===== src/rtl/cc_scheduler_if.sv =====
// rtl/cc_scheduler_if.sv - signal bundle between the CC scheduler and the TX path around it.
// The master side drives channel state, force and downstream ready; the slave side is the scheduler.
interface cc_scheduler_if #(
  parameter int CC_LENGTH = 3,
  parameter int CNT_W     = 16
);
  localparam int IDX_W = $clog2(CC_LENGTH + 1);

  logic             channel_up;
  logic             cc_force;
  logic             axi_ready_i;
  logic             axi_ready_o;
  logic             cc_insert;
  logic [IDX_W-1:0] cc_index;
  logic             cc_pending;
  logic [CNT_W-1:0] cc_bursts;

  modport master (
    output channel_up, cc_force, axi_ready_i,
    input  axi_ready_o, cc_insert, cc_index, cc_pending, cc_bursts
  );

  modport slave (
    input  channel_up, cc_force, axi_ready_i,
    output axi_ready_o, cc_insert, cc_index, cc_pending, cc_bursts
  );
endinterface


===== src/rtl/cc_scheduler.sv =====
// rtl/cc_scheduler.sv - clock-compensation scheduler for the Aurora TX path.
// Stalls the AXI source and drives periodic or forced bursts of CC ordered sets.
module cc_scheduler #(
  parameter int CC_PERIOD = 5000,
  parameter int CC_LENGTH = 3,
  parameter int CNT_W     = 16
) (
  input  logic           clk,
  input  logic           rst_n,
  cc_scheduler_if.slave  cc
);
  localparam int IDX_W  = $clog2(CC_LENGTH + 1);
  localparam int CNT_PW = $clog2(CC_PERIOD + 1);

  typedef enum logic [1:0] {S_DOWN, S_RUN, S_PREP, S_INSERT} state_t;

  state_t            r_state;
  logic [CNT_PW-1:0] r_cnt;
  logic [IDX_W-1:0]  r_idx;
  logic              r_insert;
  logic              r_pending;
  logic [CNT_W-1:0]  r_bursts;

  logic w_periodic;
  logic w_forced;
  logic w_last_idx;

  // Count is anchored to the first INSERT cycle, so PREP entries land exactly CC_PERIOD apart.
  assign w_periodic = (r_cnt == CNT_PW'(CC_PERIOD - 2));
  assign w_forced   = cc.cc_force && (r_cnt != '0);
  assign w_last_idx = (r_idx == IDX_W'(CC_LENGTH - 1));

  always_ff @(posedge clk) begin
    if (!rst_n) begin
      r_state   <= S_DOWN;
      r_cnt     <= '0;
      r_idx     <= '0;
      r_insert  <= 1'b0;
      r_pending <= 1'b0;
      r_bursts  <= '0;
    end else if (!cc.channel_up) begin
      r_state   <= S_DOWN;
      r_cnt     <= '0;
      r_idx     <= '0;
      r_insert  <= 1'b0;
      r_pending <= 1'b0;
    end else begin
      case (r_state)
        S_DOWN: begin
          r_state <= S_RUN;
          r_cnt   <= CNT_PW'(1);
        end
        S_RUN: begin
          if (w_periodic || w_forced) begin
            r_state   <= S_PREP;
            r_pending <= 1'b1;
            r_cnt     <= '0;
          end else begin
            r_cnt <= r_cnt + CNT_PW'(1);
          end
        end
        S_PREP: begin
          r_state   <= S_INSERT;
          r_pending <= 1'b0;
          r_insert  <= 1'b1;
          r_idx     <= '0;
          r_cnt     <= '0;
        end
        S_INSERT: begin
          r_cnt <= r_cnt + CNT_PW'(1);
          if (w_last_idx) begin
            r_state  <= S_RUN;
            r_insert <= 1'b0;
            r_idx    <= '0;
            if (r_bursts != '1) begin
              r_bursts <= r_bursts + CNT_W'(1);
            end
          end else begin
            r_idx <= r_idx + IDX_W'(1);
          end
        end
        default: begin
          r_state   <= S_DOWN;
          r_cnt     <= '0;
          r_idx     <= '0;
          r_insert  <= 1'b0;
          r_pending <= 1'b0;
        end
      endcase
    end
  end

  assign cc.axi_ready_o = cc.axi_ready_i && (r_state == S_RUN);
  assign cc.cc_insert   = r_insert;
  assign cc.cc_index    = r_idx;
  assign cc.cc_pending  = r_pending;
  assign cc.cc_bursts   = r_bursts;
endmodule


===== src/flat_wrapper.sv =====
// flat-port wrapper written by rule: the top's interface ports become plain ports
module cc_scheduler_flat 
#(
  parameter int CC_PERIOD = 5000,
  parameter int CC_LENGTH = 3,
  parameter int CNT_W     = 16
)
  (clk, rst_n, cc_channel_up, cc_cc_force, cc_axi_ready_i, cc_axi_ready_o, cc_cc_insert, cc_cc_index, cc_cc_pending, cc_cc_bursts);
  cc_scheduler_if #(.CC_LENGTH(CC_LENGTH), .CNT_W(CNT_W)) cc_i ();
  input  logic clk;
  input  logic rst_n;
  input wire logic [$bits(cc_i.channel_up)-1:0] cc_channel_up;
  input wire logic [$bits(cc_i.cc_force)-1:0] cc_cc_force;
  input wire logic [$bits(cc_i.axi_ready_i)-1:0] cc_axi_ready_i;
  output wire logic [$bits(cc_i.axi_ready_o)-1:0] cc_axi_ready_o;
  output wire logic [$bits(cc_i.cc_insert)-1:0] cc_cc_insert;
  output wire logic [$bits(cc_i.cc_index)-1:0] cc_cc_index;
  output wire logic [$bits(cc_i.cc_pending)-1:0] cc_cc_pending;
  output wire logic [$bits(cc_i.cc_bursts)-1:0] cc_cc_bursts;
  assign cc_i.channel_up = cc_channel_up;
  assign cc_i.cc_force = cc_cc_force;
  assign cc_i.axi_ready_i = cc_axi_ready_i;
  assign cc_axi_ready_o = cc_i.axi_ready_o;
  assign cc_cc_insert = cc_i.cc_insert;
  assign cc_cc_index = cc_i.cc_index;
  assign cc_cc_pending = cc_i.cc_pending;
  assign cc_cc_bursts = cc_i.cc_bursts;
  cc_scheduler #(.CC_PERIOD(CC_PERIOD), .CC_LENGTH(CC_LENGTH), .CNT_W(CNT_W)) u_core (.clk(clk), .rst_n(rst_n), .cc(cc_i));
endmodule

===== config.mk =====
export PLATFORM = sky130hd
export DESIGN_NAME = cc_scheduler_flat
export DESIGN_NICKNAME = d
export VERILOG_FILES = /design/src/rtl/cc_scheduler_if.sv /design/src/rtl/cc_scheduler.sv /design/src/flat_wrapper.sv
export SDC_FILE = /design/constraint.sdc
export NUM_CORES = 1
export LEC_CHECK = 0
export CORE_MARGIN = 1.5
export CORE_UTILIZATION = 54
export CTS_CLUSTER_SIZE = 20
export DETAILED_ROUTE_END_ITERATION = 12
export GPL_ROUTABILITY_DRIVEN = 1
export PLACE_DENSITY = 0.79
export SYNTH_ARGS = -nofsm -noshare
export SYNTH_HDL_FRONTEND = slang
export SYNTH_SLANG_ARGS = --single-unit

===== constraint.sdc =====
create_clock -name clk -period 2.6 [get_ports clk]
set_input_delay 0.26 -clock clk [delete_from_list [all_inputs] [get_ports clk]]
set_output_delay 0.26 -clock clk [all_outputs]
set_load 0.02 [all_outputs]

==> qor.csv, run 1 <==
stage;metric;value;unit
clock_network;cts_buffers;5;
grt;grt_overflow;0;
grt;grt_pass1_vias;1427;
cells_and_area;fin_nets;259;
floorplan;num_rows;21;
clock_network;cts_tree;built;
detailed_routing;via_per_inst;5.74;
detailed_routing;totalWireLength;3.80;mm
clock_network;clockRootBuffer;clkbuf_4;
clock_network;htree_num_levels;2;
placement;port_buffers;25;
synth;synth_edf_count;0;
grt;grt.total_usage;0.221;
cells_and_area;final_cells;290;
sta;slew_viol_final;0;
detailed_routing;first_pass_iters;4;
clock_network;postCtsSetupBuffers;0;
critical_path;worstSetupPathType;flip-flop to flip-flop;
grt;grt_max_degree;22;
power;p_per_area;391;nW/um^2
synth;async_reset_ff_frac;0;
grt;top_usage_layer;met2;
synth;syn_area_per_cell;8.49;um^2
floorplan;die_area;3820;um^2
floorplan;die_h;61.8;um
sta;fmax;474;MHz
detailed_routing;num_vias;1665;
sta;hold_viol;0;
critical_path;required;2.86;ns
critical_path;arrival;2.37;ns
critical_path;critPathLaunchType;flip-flop;
clock_network;cts_resized;0;
clock_network;cts_hold_buf;0;
critical_path;r2r_cells;5;
critical_path;crit_fanout;10;
grt;grtUsageMet3;0.0455;
detailed_routing;drc;0;
sta;fin_crit;2.11;ns
placement;dp_cells;284;
grt;met1_usage;0.321;
run_status;status;finished clean;
synth;synthFlopType;dfxtp_1;
sta;setup_violations;0;
synth;synthesis.area;1870;um^2
sta;tns;0;ns
cells_and_area;drive_gt1_frac;0.0451;
placement;dpl.hpwl;2.71;mm
grt;met2_usage;0.322;
placement;gp_congestion;0.851;
hold_path;holdPathStages;2;
flow_run;maxCapViolations;0;
sta;timing.final.crit_share;0.811;
synth;ys_seq_area_frac;0.375;
sta;clock_skew;0.00477;ns
synth;synthDistinctLibCells;40;
power;irDropWorstVdd;305;uV
clock_network;clockBufferDepth;2;
cells_and_area;area_growth;17.7;%
clock_network;clock-sinks;35;
sta;rsz0062_at_grt;no;
grt;antenna_found_initial;0;
sta;slew_headroom;0.636;
cells_and_area;antenna_cells;0;
sta;tightest_slew;0.541;ns
floorplan;io_pins;26;
critical_path;cp-end-kind;flip-flop;
synth;synth_nets;234;
synth;yosys_warnings;0;
power;p_leak;0.000667;uW
floorplan;die_w;61.8;um
hold_path;hold_path_class;flip-flop to flip-flop;
floorplan;core-area;3340;um^2
detailed_routing;routedWlPerCell;13.1;um
cells_and_area;most-common-layout-cells;35 x dfxtp_1, 25 x clkdlybuf4s50_1, 18 x nand2_1, 18 x a21oi_1, 14 x nand3_1;
synth;syn_inst;220;
clock_network;cts.clk_slew.worst_paths;0.10;ns
floorplan;start_util;0.559;
grt;grt_pass1_wl;6.35;mm
clock_network;worstSkewPairLatency;0.33;ns
synth;ys_seq_elements;35;
detailed_routing;drtAntennaViolNets;0;
cells_and_area;final_common_cell;dfxtp_1;
detailed_routing;initialDrtViolationCount;136;
## registers in the layout, summed over array words and instances, names as in the netlist
register	flops
u_core.cc.cc_insert	1
u_core.cc.cc_bursts	16
u_core.r_state	2
u_core.cc.cc_pending	1
u_core.cc.cc_index	2
u_core.r_cnt	13
## layer usage
metal	part of all wire	wire length, um	vias up
li1	-	-	866
met1	0.51	1960	760
met2	0.44	1660	37
met3	0.044	168	2
met4	0.0050	19	0
met5	0	0	-
## report_power, final
| group | internal, uW | total, uW | switching, uW |
|---|---|---|---|
| logic | 22.5 | 54.4 | 32.0 |
| registers | 540 | 544 | 4.54 |
| clock network | 96.2 | 260 | 164 |
## cell usage after synthesis (all sizes together), types with 6 or more instances
master  instances  share of area
o31ai          12          0.048
nand3          14          0.038
nor2            9          0.018
nor4            6          0.020
xnor2           9          0.042
or4            11          0.044
nand2          18          0.036
a21oi          18          0.048
inv            12          0.024
dfxtp          35           0.38
nor3           13          0.035
ha              9          0.060
## final timing paths
| path | from | slack [ns] | end |
|---|---|---|---|
| setup / recovery | u_core.r_state[0]$_SDFFE_PN0P_ | 0.49 | u_core.cc.cc_bursts[15]$_SDFFE_PN0P_ |
| hold / removal | u_core.cc.cc_pending$_SDFFE_PN0P_ | 0.47 | u_core.cc.cc_pending$_SDFFE_PN0P_ |
| setup reg to reg | u_core.r_state[0]$_SDFFE_PN0P_ | 0.49 | u_core.cc.cc_bursts[15]$_SDFFE_PN0P_ |
| hold reg to reg | u_core.cc.cc_pending$_SDFFE_PN0P_ | 0.47 | u_core.cc.cc_pending$_SDFFE_PN0P_ |
## worst max-delay path, stage by stage, from the launching register on
cell and delay, ns:
dfxtp_1 0.41, ha_1 0.38, nand4b_4 0.20, or4b_1 0.51, or4_1 0.40, a21oi_1 0.14
## through the flow
stage	total power (uW)	utilization	worst slack [ns]	hold slack [ns]	instance area (um^2)
detailed placement	612	0.646	0.467	0.459	2160
global placement	611	0.646	0.494	0.444	2160
finish	859	0.658	0.492	0.469	2200
CTS	868	0.658	0.485	0.474	2200
floorplan	591	-	0.673	0.408	1870
global route	895	0.658	0.328	0.498	2200
## area by class of cell
class | instances | area [um^2]
fill | 294 | 1140
tap | 46 | 57.6
inverter | 12 | 45.0
multi-input combinational | 164 | 1090
timing repair buffer | 27 | 265
clock buffer | 6 | 41.3
sequential | 35 | 701
## cell families after synthesis
kind of cell	Yosys count	synth area share
and+or+nand+nor	99	0.308
AOI/OAI and AO/OA	42	0.143
muxes	3	0.0161
xor gates and xnor gates	11	0.0516
buffers and inverters	21	0.0456
DFF	35	0.375
adders and majority gates	9	0.0603
Note: power is estimated with default switching activity, not from simulation.
==> run 2, diff against run 1 <==
- clock period: 2.6 -> 2.2 ns (I/O delays scaled with it)
==> qor.csv, run 2 (synthesized netlist as in run 1, its figures left out) <==
stage;metric;value;unit;change
critical_path;cp_cell_sequence;ha_2, nand4b_4, or4b_1, or4_1, a21oi_1;;
clock_network;clockBufferDepth;2;;unchanged
floorplan;io_pins;26;;unchanged
critical_path;r2r_slack;0.26;ns;-0.23 ns
detailed_routing;totalWireLength;3.93;mm;+3.4%
sta;fin_crit;1.94;ns;-0.166 ns
cells_and_area;fin_nets;262;;+1.2%
placement;port_buffers;25;;unchanged
sta;finalHoldWorstSlack;0.456;ns;-0.0125 ns
clock_network;cts_tree;built;;
sta;fmax;515;MHz;+8.6%
floorplan;die_area;3820;um^2;unchanged
floorplan;die_w;61.8;um;unchanged
clock_network;clockRootBuffer;clkbuf_4;;
detailed_routing;initialDrtViolationCount;147;;+8.1%
run_status;status;finished clean;;
detailed_routing;via_per_inst;5.74;;about the same
sta;clock_skew;0.00885;ns;+0.00408 ns
cells_and_area;area_growth;20.8;%;
placement;dpl.hpwl;2.84;mm;+4.8%
clock_network;clock-sinks;35;;unchanged
cells_and_area;drive_gt1_frac;0.0723;;+0.0272
power;irDropWorstVdd;401;uV;+31%
grt;grt_pass1_wl;6.93;mm;+9.1%
clock_network;worstSkewPairLatency;0.34;ns;about the same
cells_and_area;final_common_cell;dfxtp_1;;
critical_path;crit_fanout;9;;-1
critical_path;critPathLaunchType;flip-flop;;
floorplan;core-area;3340;um^2;unchanged
grt;grt_pass1_vias;1564;;+9.6%
sta;rsz0062_at_grt;no;;
placement;gp_congestion;0.804;;-5.5%
detailed_routing;num_vias;1694;;+1.7%
cells_and_area;final_util;0.676;;+0.0172
critical_path;required;2.48;ns;-0.38 ns
clock_network;cts.clk_slew.worst_paths;0.11;ns;about the same
sta;tightest_slew;0.534;ns;-0.00730 ns
cells_and_area;largest_reg_flops;16;;unchanged
sta;setup_violations;0;;unchanged
cells_and_area;antenna_cells;0;;unchanged
power;p_leak;0.000693;uW;+3.8%
critical_path;worstSetupPathType;flip-flop to flip-flop;;
grt;grt_max_degree;22;;unchanged
floorplan;start_util;0.559;;unchanged
grt;antenna_found_initial;0;;unchanged
critical_path;critical-path-slowest-cell;or4b_1;;
detailed_routing;drc;0;;unchanged
flow_run;maxCapViolations;0;;unchanged
sta;timing.final.crit_share;0.883;;+0.0719
grt;grt_overflow;0;;unchanged
detailed_routing;routedWlPerCell;13.3;um;+1.6%
critical_path;slowest_delay;0.49;ns;-0.02 ns
floorplan;die_h;61.8;um;unchanged
hold_path;hold_path_class;flip-flop to flip-flop;;
sta;tns;0;ns;unchanged
sta;slew_viol_final;0;;unchanged
sta;hold_viol;0;;unchanged
clock_network;postCtsSetupBuffers;0;;unchanged
cells_and_area;most-common-layout-cells;35 x dfxtp_1, 25 x clkdlybuf4s50_1, 18 x nand2_1, 18 x a21oi_1;;
grt;grt.total_usage;0.242;;+0.0209
sta;slew_headroom;0.641;;+0.00492
clock_network;cts_buffers;5;;unchanged
power;p_per_area;496;nW/um^2;+27%
detailed_routing;first_pass_iters;4;;unchanged
critical_path;arrival;2.22;ns;-0.15 ns
critical_path;cp-end-kind;flip-flop;;
clock_network;htree_num_levels;2;;unchanged
floorplan;num_rows;21;;unchanged
detailed_routing;drtAntennaViolNets;0;;unchanged
## run 2: cell count changes in the layout (fill, tap and decap cells not counted)
cell / change
buf_4: +3
clkbuf_8: +2
ha_1: -1
ha_2: +1
nand3_1: -1
nand3_2: +1
o311ai_0: -1
o311ai_1: +1
## run 2: path summary, 6_finish.rpt
path,start,to,depth (start not counted)
min reg2reg,u_core.cc.cc_pending$_SDFFE_PN0P_,u_core.cc.cc_pending$_SDFFE_PN0P_,2
max,u_core.r_state[0]$_SDFFE_PN0P_,u_core.cc.cc_bursts[15]$_SDFFE_PN0P_,5
min,u_core.cc.cc_pending$_SDFFE_PN0P_,u_core.cc.cc_pending$_SDFFE_PN0P_,2
max reg2reg,u_core.r_state[0]$_SDFFE_PN0P_,u_core.cc.cc_bursts[15]$_SDFFE_PN0P_,5
## run 2: per-stage QoR
stage | power, uW | cell area (um^2) | std cells | worst slack [ns]
6_report | 1120 | 2250 | 295 | 0.258
5_1_grt | 1160 | 2250 | 295 | 0.0617
4_1_cts | 1130 | 2250 | 295 | 0.145
3_5_place_dp | 726 | 2180 | 287 | 0.162
3_3_place_gp | 724 | 2180 | 287 | 0.204
2_1_floorplan | 699 | 1870 | 220 | 0.273
## run 2: critical path, delay by kind of cell, from the launching register on
| kind | cells | cell delay, ns |
|---|---|---|
| adder cells (fa/ha/maj) | 1 | 0.31 |
| flip-flops | 1 | 0.41 |
| AO/OA/AOI/OAI | 1 | 0.14 |
| AND/OR/NAND/NOR | 3 | 1.01 |
## run 2: repair_timing
| item | in CTS | in global routing |
|---|---|---|
| resized for setup | 0 | 3 |
| setup endpoints to repair | 0 | 5 |
| hold buffers | 0 | 0 |
| hold endpoints to repair | 0 | 0 |
## run 2: report_power, final
part | switching, uW | leakage [uW] | total (uW) | internal, uW
registers | 5.30 | 0.000282 | 643 | 638
logic | 38.9 | 0.000372 | 68.0 | 29.1
clock network | 218 | 0.0000386 | 406 | 188
total | 262 | 0.000693 | 1120 | 855
## run 2: metal layers
metal | vias up | share of wire | GRT usage
met5 | - | 0 | 0
li1 | 868 | - | -
met4 | 0 | 0.012 | 0.0638
met3 | 6 | 0.042 | 0.0683
met2 | 35 | 0.43 | 0.370
met1 | 785 | 0.51 | 0.335
## run 2: layout make-up
class / count / area (um^2)
clock buffers: 8 / 68.8
fillers: 297 / 1080
inverters: 12 / 45.0
multi-input cells: 164 / 1090
flip-flops and latches: 35 / 701
well taps: 46 / 57.6
repair buffers: 30 / 288
==> run 3, diff against run 2 <==
- CAP_MARGIN: unset -> 20
==> results of run 3 <==
No change in the layout: final DEF, timing and power equal those of run 2.
